--- src/rtl/m_mc_ctrl.sv ---
// Multicycle IF/ID/EX/MEM/WB sequencer for the RV32I datapath: drives enables
// and mux selects, handles memory wait/timeout, halts on a write to HALT_REG.
module m_mc_ctrl #(
   parameter int CNT_W    = 32,
   parameter int MAX_WAIT = 255,
   parameter int HALT_REG = 30
) (
   input  logic             w_clk,
   input  logic             w_rst_n,
   input  logic [31:0]      w_ir,
   input  logic             w_tkn,
   input  logic             w_mem_rdy,
   output logic             w_imem_req,
   output logic             w_ir_we,
   output logic             w_dmem_req,
   output logic             w_dmem_we,
   output logic             w_rf_we,
   output logic [1:0]       w_wb_sel,
   output logic             w_pc_we,
   output logic [1:0]       w_pc_sel,
   output logic             w_src2_imm,
   output logic [2:0]       r_state,
   output logic             w_halted,
   output logic [1:0]       r_err,
   output logic [CNT_W-1:0] r_cyc,
   output logic [CNT_W-1:0] r_instret
);

   typedef enum logic [2:0] {
      S_IF   = 3'd0,
      S_ID   = 3'd1,
      S_EX   = 3'd2,
      S_MEM  = 3'd3,
      S_WB   = 3'd4,
      S_HALT = 3'd5
   } state_t;

   typedef enum logic [3:0] {
      C_R, C_I, C_U, C_LD, C_ST, C_BR, C_JAL, C_JALR, C_ILL
   } cls_t;

   localparam int WAIT_W = (MAX_WAIT > 0) ? $clog2(MAX_WAIT + 1) : 1;
   localparam logic [WAIT_W-1:0] WAIT_LAST = WAIT_W'(MAX_WAIT - 1);

   state_t            st;
   cls_t              cls;
   logic [WAIT_W-1:0] wait_cnt;
   logic              timeout;
   logic              rd_nz;
   logic              rd_halt;
   logic              src2_cls;
   logic              unused_ir;

   assign unused_ir = ^w_ir[31:12];
   assign r_state   = st;
   assign rd_nz     = (w_ir[11:7] != 5'd0);
   assign rd_halt   = (w_ir[11:7] == 5'(HALT_REG));
   // The wait that would reach MAX_WAIT is the one that trips the timeout.
   assign timeout   = (MAX_WAIT != 0) && (wait_cnt == WAIT_LAST);

   always_comb begin
      cls = C_ILL;
      case (w_ir[6:0])
         7'b0110011: cls = C_R;
         7'b0010011: cls = C_I;
         7'b0110111,
         7'b0010111: cls = C_U;
         7'b0000011: cls = C_LD;
         7'b0100011: cls = C_ST;
         7'b1100011: cls = C_BR;
         7'b1101111: cls = C_JAL;
         7'b1100111: cls = C_JALR;
         default:    cls = C_ILL;
      endcase
   end

   assign src2_cls = (cls != C_R) && (cls != C_BR) && (cls != C_ILL);

   // NOTE: state uses non-blocking assignments so every register samples
   // pre-edge values regardless of statement order.
   always_ff @(posedge w_clk or negedge w_rst_n) begin
      if (!w_rst_n) begin
         st        <= S_IF;
         r_err     <= 2'b00;
         r_cyc     <= '0;
         r_instret <= '0;
         wait_cnt  <= '0;
      end else begin
         if (st != S_HALT) r_cyc <= r_cyc + CNT_W'(1);
         case (st)
            S_IF: begin
               if (w_mem_rdy) begin
                  st       <= S_ID;
                  wait_cnt <= '0;
               end else if (timeout) begin
                  st       <= S_HALT;
                  r_err    <= 2'b10;
                  wait_cnt <= '0;
               end else begin
                  wait_cnt <= wait_cnt + WAIT_W'(1);
               end
            end
            S_ID: begin
               if (cls == C_ILL) begin
                  st    <= S_HALT;
                  r_err <= 2'b01;
               end else begin
                  st <= S_EX;
               end
            end
            S_EX: begin
               if (cls == C_BR) begin
                  st        <= S_IF;
                  r_instret <= r_instret + CNT_W'(1);
               end else if (cls == C_LD || cls == C_ST) begin
                  st <= S_MEM;
               end else begin
                  st <= S_WB;
               end
            end
            S_MEM: begin
               if (w_mem_rdy) begin
                  wait_cnt <= '0;
                  if (cls == C_ST) begin
                     st        <= S_IF;
                     r_instret <= r_instret + CNT_W'(1);
                  end else begin
                     st <= S_WB;
                  end
               end else if (timeout) begin
                  st       <= S_HALT;
                  r_err    <= 2'b10;
                  wait_cnt <= '0;
               end else begin
                  wait_cnt <= wait_cnt + WAIT_W'(1);
               end
            end
            S_WB: begin
               r_instret <= r_instret + CNT_W'(1);
               st        <= rd_halt ? S_HALT : S_IF;
            end
            S_HALT:  st <= S_HALT;
            default: st <= S_HALT;
         endcase
      end
   end

   // NOTE: every output gets a default before the case so no latch is inferred.
   always_comb begin
      w_imem_req = 1'b0;
      w_ir_we    = 1'b0;
      w_dmem_req = 1'b0;
      w_dmem_we  = 1'b0;
      w_rf_we    = 1'b0;
      w_wb_sel   = 2'b00;
      w_pc_we    = 1'b0;
      w_pc_sel   = 2'b00;
      w_src2_imm = 1'b0;
      w_halted   = 1'b0;
      // Gated by reset so nothing can write while reset is asserted.
      if (w_rst_n) begin
         case (st)
            S_IF: begin
               w_imem_req = 1'b1;
               w_ir_we    = w_mem_rdy;
            end
            S_EX: begin
               if (cls == C_BR) begin
                  w_pc_we  = 1'b1;
                  w_pc_sel = w_tkn ? 2'b01 : 2'b00;
               end
            end
            S_MEM: begin
               w_dmem_req = 1'b1;
               w_dmem_we  = (cls == C_ST);
               w_pc_we    = (cls == C_ST) && w_mem_rdy;
            end
            S_WB: begin
               w_rf_we  = rd_nz;
               w_pc_we  = 1'b1;
               w_wb_sel = (cls == C_LD) ? 2'b01 :
                          (cls == C_JAL || cls == C_JALR) ? 2'b10 : 2'b00;
               w_pc_sel = (cls == C_JAL) ? 2'b01 :
                          (cls == C_JALR) ? 2'b10 : 2'b00;
            end
            S_HALT:  w_halted = 1'b1;
            default: ;
         endcase
         w_src2_imm = src2_cls && (st inside {S_ID, S_EX, S_MEM, S_WB});
      end
   end

endmodule
--- config.mk ---
export PLATFORM = sky130hd
export DESIGN_NAME = m_mc_ctrl
export DESIGN_NICKNAME = d
export VERILOG_FILES = /design/src/rtl/m_mc_ctrl.sv
export SDC_FILE = /design/constraint.sdc
export NUM_CORES = 1
export LEC_CHECK = 0
export ABC_AREA = 1
export CAP_MARGIN = 20
export CORE_AREA = 2 2 114 116
export DETAILED_ROUTE_END_ITERATION = 7
export DIE_AREA = 0 0 116 118
export GPL_ROUTABILITY_DRIVEN = 0
export PLACE_DENSITY = 0.63
export SYNTH_ARGS = -nofsm -noshare
export SYNTH_HDL_FRONTEND = slang
export SYNTH_SLANG_ARGS = --single-unit
--- constraint.sdc ---
create_clock -name w_clk -period 3.28 [get_ports w_clk]
set_clock_uncertainty 0.1 [all_clocks]
set_input_delay 0.492 -clock w_clk [delete_from_list [all_inputs] [get_ports w_clk]]
set_output_delay 0.492 -clock w_clk [all_outputs]
set_load 0.05 [all_outputs]
# Yosys cells after proc, flatten, opt, wreduce, memory -nomap -nowiden
# Index checks and enable logic that the tools add are counted.
totals:
  reg_bits: 77
  input_bits: 36
  out_inout_bits: 81
  wordCells: 101
classes:
  add_sub_neg: 3
  n_eq_ne: 31
  muxes: 46
  n_reduce_logical: 16
op_table:
  columns: ["cell", "n"]
  rows:
  - ["32-bit 2-to-1 mux", 3]
  - ["32-bit case mux with 3 select lines", 1]
  - ["32-bit by 1-bit adder with 32-bit output, second input constant", 2]
  - ["4-bit case mux with 8 select lines", 1]
  - ["3-bit 2-to-1 mux", 8]
  - ["7-bit by 6-bit == test with 1-bit output, second input constant", 3]
  - ["7-bit == test, second input constant", 3]
  - ["2-bit 2-to-1 mux", 10]
  - ["1-bit 2-to-1 mux", 17]
  - ["4-bit by 3-bit == test with 1-bit output, second input constant", 4]
  - ["8-bit 2-to-1 mux", 2]
  - ["3-bit case mux with 5 select lines", 1]
  - ["7-bit by 5-bit == test with 1-bit output, second input constant", 2]
  - ["2-bit inequality test, second input constant", 5]
  - ["8-bit by 1-bit adder with 8-bit output, second input constant", 1]
  - ["8-bit == test, second input constant", 1]
  - ["2-bit case mux with 2 select lines", 2]
  - ["4-bit AND reduction", 2]
  - ["4-bit nonzero test", 2]
  - ["7-bit by 2-bit == test with 1-bit output, second input constant", 1]
  - ["3-bit by 2-bit == test with 1-bit output, second input constant", 2]
  - ["3-bit == test, second input constant", 2]
  - ["5-bit == test, second input constant", 1]
  - ["5-bit nonzero test", 1]
  - ["14 further kinds", 19]

# Longest topological paths before layout
logic_depth:
  word_depth: 9
  mapped_depth: 11
  depth_no_buf: 10

# Worst setup path before layout
# No wires, ideal clock.
synth_timing:
  path_kind: "register to output"
  start: "register st[1] (netlist: r_state[1])"
  end: "output w_dmem_we"
  arrival_ps: 2478
  t_required_ps: 2688
  slack_ps: 210
  path_stages_with_launch: 5
  n_path_buf: 0
  cell_sequence: "dfrtp_1 inv_2 nor2_4 nand2_2 nor4_1"
synth_via:
  elab_chain_cells: 3
synth_lines:
  columns: ["element", "line_no", "rtl"]
  rows:
  - ["from (decl)", "45", "state_t st;"]
  - ["from (signal assigned)", "140", "st <= rd_halt ? S_HALT : S_IF;"]
  - ["3-bit by 2-bit == test with 1-bit output", "162", "case (st)"]
  - ["1-bit 2-to-1 mux", "162", null]
  - ["1-bit 2-to-1 mux", "161", "if (w_rst_n) begin"]
  - ["to (decl)", "16", "output logic w_dmem_we,"]
# No other way between the ends.

# Final worst setup path
layout_timing:
  start: "input w_ir[3]"
  end: "output w_pc_we"
layout_via:
  elab_chain_cells: 7
  word_cells_on_any_way: 17
  cone_classes: "eq/ne: 11; mux: 4; reduce/logical: 2"
layout_lines:
  columns: ["element", "line_no", "rtl"]
  rows:
  - ["from (decl)", "10", "input logic [31:0] w_ir,"]
  - ["7-bit by 6-bit == test with 1-bit output / 7-bit by 5-bit == test with 1-bit output (equally long branches)", "63", "case (w_ir[6:0])"]
  - ["2-bit OR reduction", "63", null]
  - ["4-bit case mux with 8 select lines *", "63", null]
  - ["4-bit by 3-bit == test with 1-bit output, on equally long branches", "168, 176", null]
  - ["1-bit 2-to-1 mux / 1-bit logical AND (equally long branches)", "168, 176", null]
  - ["1-bit case mux with 3 select lines *", "162", null]
  - ["1-bit 2-to-1 mux *", "161", null]
  - ["to (decl)", "19", "output logic w_pc_we,"]
# Every way passes the cells marked *; elsewhere a longest branch is shown, timed or not.

==> metrics.md <==
| Metric | Value |
|---|---|
| Status | `finished clean` |
| Clock Sink Count | `77` |
| Cell variety after synth | `36` |
| Die area | `around 0.014 mm²` |
| Least-Margin Pin Slew | `roughly 0.94 ns` |
| Hold path start | `r_err[0]` |
| Initial antenna violation count | `0` |
| P per Cell Area | `300 mW/mm²` |
| Worst R2R Start | `r_state[2]` |
| N_diodes | `0` |
| R2r setup slk | `between 1 and 1.5 ns` |
| Net Sw Frac | `22.1%` |
| Commonest non-fill, non-tap cell in the layout | `nand2_1` |
| Core area | `0.0124 mm²` |
| DRT Pass-1 Iters | `5` |
| Yosys top cell area share | `roughly two fifths` |
| Fmax | `roughly 350 MHz` |
| Largest family of logic cells by synthesized area | `simple AND/OR/NAND/NOR gates` |
| XOR/XNOR Fraction of Synth Area | `6.95%` |
| DIE WIDTH | `116 µm` |
| P_int | `~1.5 mW` |
| Mux cell area share after synthesis | `0%` |
| Die Ht | `118 µm` |
| Post-Route WL | `13,300 µm` |
| Vias in the first global route | `4,548` |
| Hold Crit Depth | `2` |
| Area of the mapped netlist | `0.00492 mm²` |
| Tcrit/Tclk final | `86.5%` |
| Hold crit path type | `flop to flop` |
| IO buf count | `96` |
| H-tree levels | `3` |
| Reg2reg path depth | `8` |
| Critical Path Source Type | `primary input` |
| Ports | `117` |
| Critical Path RT | `2.69 ns` |
| Crit Path Class | `primary input to output port` |
| Hold_ws | `0.377 ns` |
| Final #Nets | `871` |
| Synth Area in Simple Gates | `41.0%` |
| RSZ-0062 raised after global routing | `false` |
| DP HPWL | `10,300 µm` |
| Sequential power share | `49.3%` |
| Clock Latency Late Sink | `roughly 0.34 ns` |
| Total gr overflow | `0` |
| Largest net degree at the start of global routing | `74` |
| Leak pwr | `2.91 nW` |
| Avg WL per Cell | `13.3 µm` |
| Power share of the clock group | `46.7%` |
| Root Driver | `clkbuf_16` |
| Post-synth top area cell | `dfrtp_1` |
| Syn Area/Cell | `roughly 6.7 µm²` |
| Crit end category | `output port` |
| Post-DRT Antenna Nets | `0` |
| Sequential fraction of the synthesis area | `39.2%` |
| CTS tree | `done` |
| Area growth from synthesis to layout | `31.3%` |
| Synthesis-stage register bit count | `77` |
| Max-slew violations | `0` |
| Ys flop type | `dfrtp_1` |
| Reg clk slew, reported paths | `approximately 0.060 ns` |
| GRT Total Usage | `20.1%` |
| Initial Utilization | `39.6%` |
| Async SR Flop Fraction | `100%` |
| Iter 0 DRT Violations | `355` |
| Max cap viols | `0` |
| Adder-cell share of the synthesized area | `a little over 1%` |
| EDFF count, synth | `0` |
| Synth Area in Compound Gates | `roughly 5.0%` |
| Yosys warns | `0` |
| Max rail drop VDD | `approximately 0.00016 V` |
| Final-report setup violation count | `0` |
| Share of cells above drive strength 1 | `5.39%` |
| DRC | `0` |
| Setup_tns | `0 ns` |
| Worst R2R End | `r_instret[6]` |
| Switching power total | `0.427 mW` |
| Synth Instances | `roughly 730` |
| Min Clock Period, post-route | `2.84 ns` |
| Highest-count cells in the layout ignoring fill and taps | `nand2_1, nor2_1, clkdlybuf4s50_1, dfrtp_1, inv_1` |
| Hold endpoint | `r_err[0]` |
| Post-Place Setup Slack | `0.468 ns` |
| First-pass GRT wire length | `22,000 µm` |
| Comb pwr share | `under 10%` |
| Hold bufs inserted after CTS | `1` |
| Postcts setup bufs | `0` |
| Rows | `41` |
| Post-Syn Nets | `769` |
| Final worst slack | `0.444 ns` |
| Cts bufs inserted | `9` |
| Crit Path Max Fanout | `15` |
| Slew HR | `a little under two fifths` |
| Clk buf depth | `2` |
| Via count | `4,912` |
| Leading post-synthesis cells by cell area | `dfrtp_1, nand2_1, nor2_1, inv_1, xor2_1` |
| Vias/cell | `a little under 5` |
| Crit path DAT | `2.24 ns` |
| PostCTS Resize Cnt | `0` |
| Final Hold Fails | `0` |
[worst max-delay path, cell delays in order]
cell,delay (ns)
clkdlybuf4s50_1,0.45
nor2_1,0.22
nand2_1,0.12
nor2_1,0.23
nand3_1,0.13
nand2_2,0.11
inv_2,0.12
nor2_1,0.20
buf_12,0.17
[cells in the mapped netlist, types with 2 or more instances]
library cell and count:
a21oi_1 5, buf_2 2, clkbuf_1 3, dfrtp_1 77, ha_1 4, inv_1 70, inv_2 6, nand2_1 276
nand2_2 3, nand3_1 37, nand3_2 2, nand3b_1 11, nand4_1 11, nor2_1 101, nor2_4 2, nor3_1 28
nor4_1 2, o211ai_1 2, o21ai_0 31, o22ai_1 3, xnor2_1 14, xor2_1 25
[layout make-up]
class,instances,area [µm²]
Fill cell,1237,5960
Tap cell,172,215
Clock buffer,13,250
Clock inverter,2,10.0
Timing Repair Buffer,100,1110
Inverter,76,285
Multi-Input combinational cell,567,2660
Sequential cell,77,1930
[through the flow]
| stage | std cells | instance area (µm²) | total power [mW] | util (%) |
|---|---|---|---|---|
| 5_1_grt | 1007 | 6450 | 2.00 | 52.0 |
| 3_5_place_dp | 991 | 6180 | 1.05 | 49.8 |
| 3_3_place_gp | 991 | 6180 | 1.05 | 49.8 |
| 2_1_floorplan | 729 | 4920 | 0.995 | - |
| 6_report | 1007 | 6450 | 1.93 | 52.0 |
| 4_1_cts | 1007 | 6450 | 1.96 | 52.0 |
[sequential cells by signal (all words and copies together), names as in the netlist]
signal and count:
r_err 2, r_cyc 32, r_state 3, r_instret 32, wait_cnt 8
[worst max-delay path by stage]
stage,from,endpoint,slack [ns],depth (start not counted)
final,w_ir[3],w_pc_we,0.44,9
after global routing,w_ir[3],w_pc_we,0.21,9
after CTS,w_ir[3],w_pc_we,0.46,9
after detailed placement,w_ir[3],w_pc_we,0.47,9
after global placement,w_ir[1],w_pc_we,0.55,10
after floorplan,r_state[1],w_dmem_we,0.21,4
[kinds of logic after synthesis]
family	after synthesis
AND/OR/NAND/NOR	478
adder cells (fa/ha/maj)	4
buffers and inverters	85
flip-flops	77
AO/OA/AOI/OAI	46
XOR/XNOR	39
[layer usage]
metal	wire length [µm]	vias up	track usage, %
met5	0	-	0
met2	5950	159	30.0
met1	6360	2231	28.5
met3	808	18	4.12
li1	-	2504	-
met4	227	0	7.66
[power groups by stage]
stage / logic (mW) / registers (mW) / clock network [mW]
final: 0.0759 / 0.954 / 0.904
after global routing: 0.0857 / 0.954 / 0.962
after CTS: 0.0780 / 0.954 / 0.924
after detailed placement: 0.0765 / 0.971 / 0
after global placement: 0.0749 / 0.971 / 0
after floorplan: 0.0190 / 0.976 / 0
(Power assumes the default switching activity.)
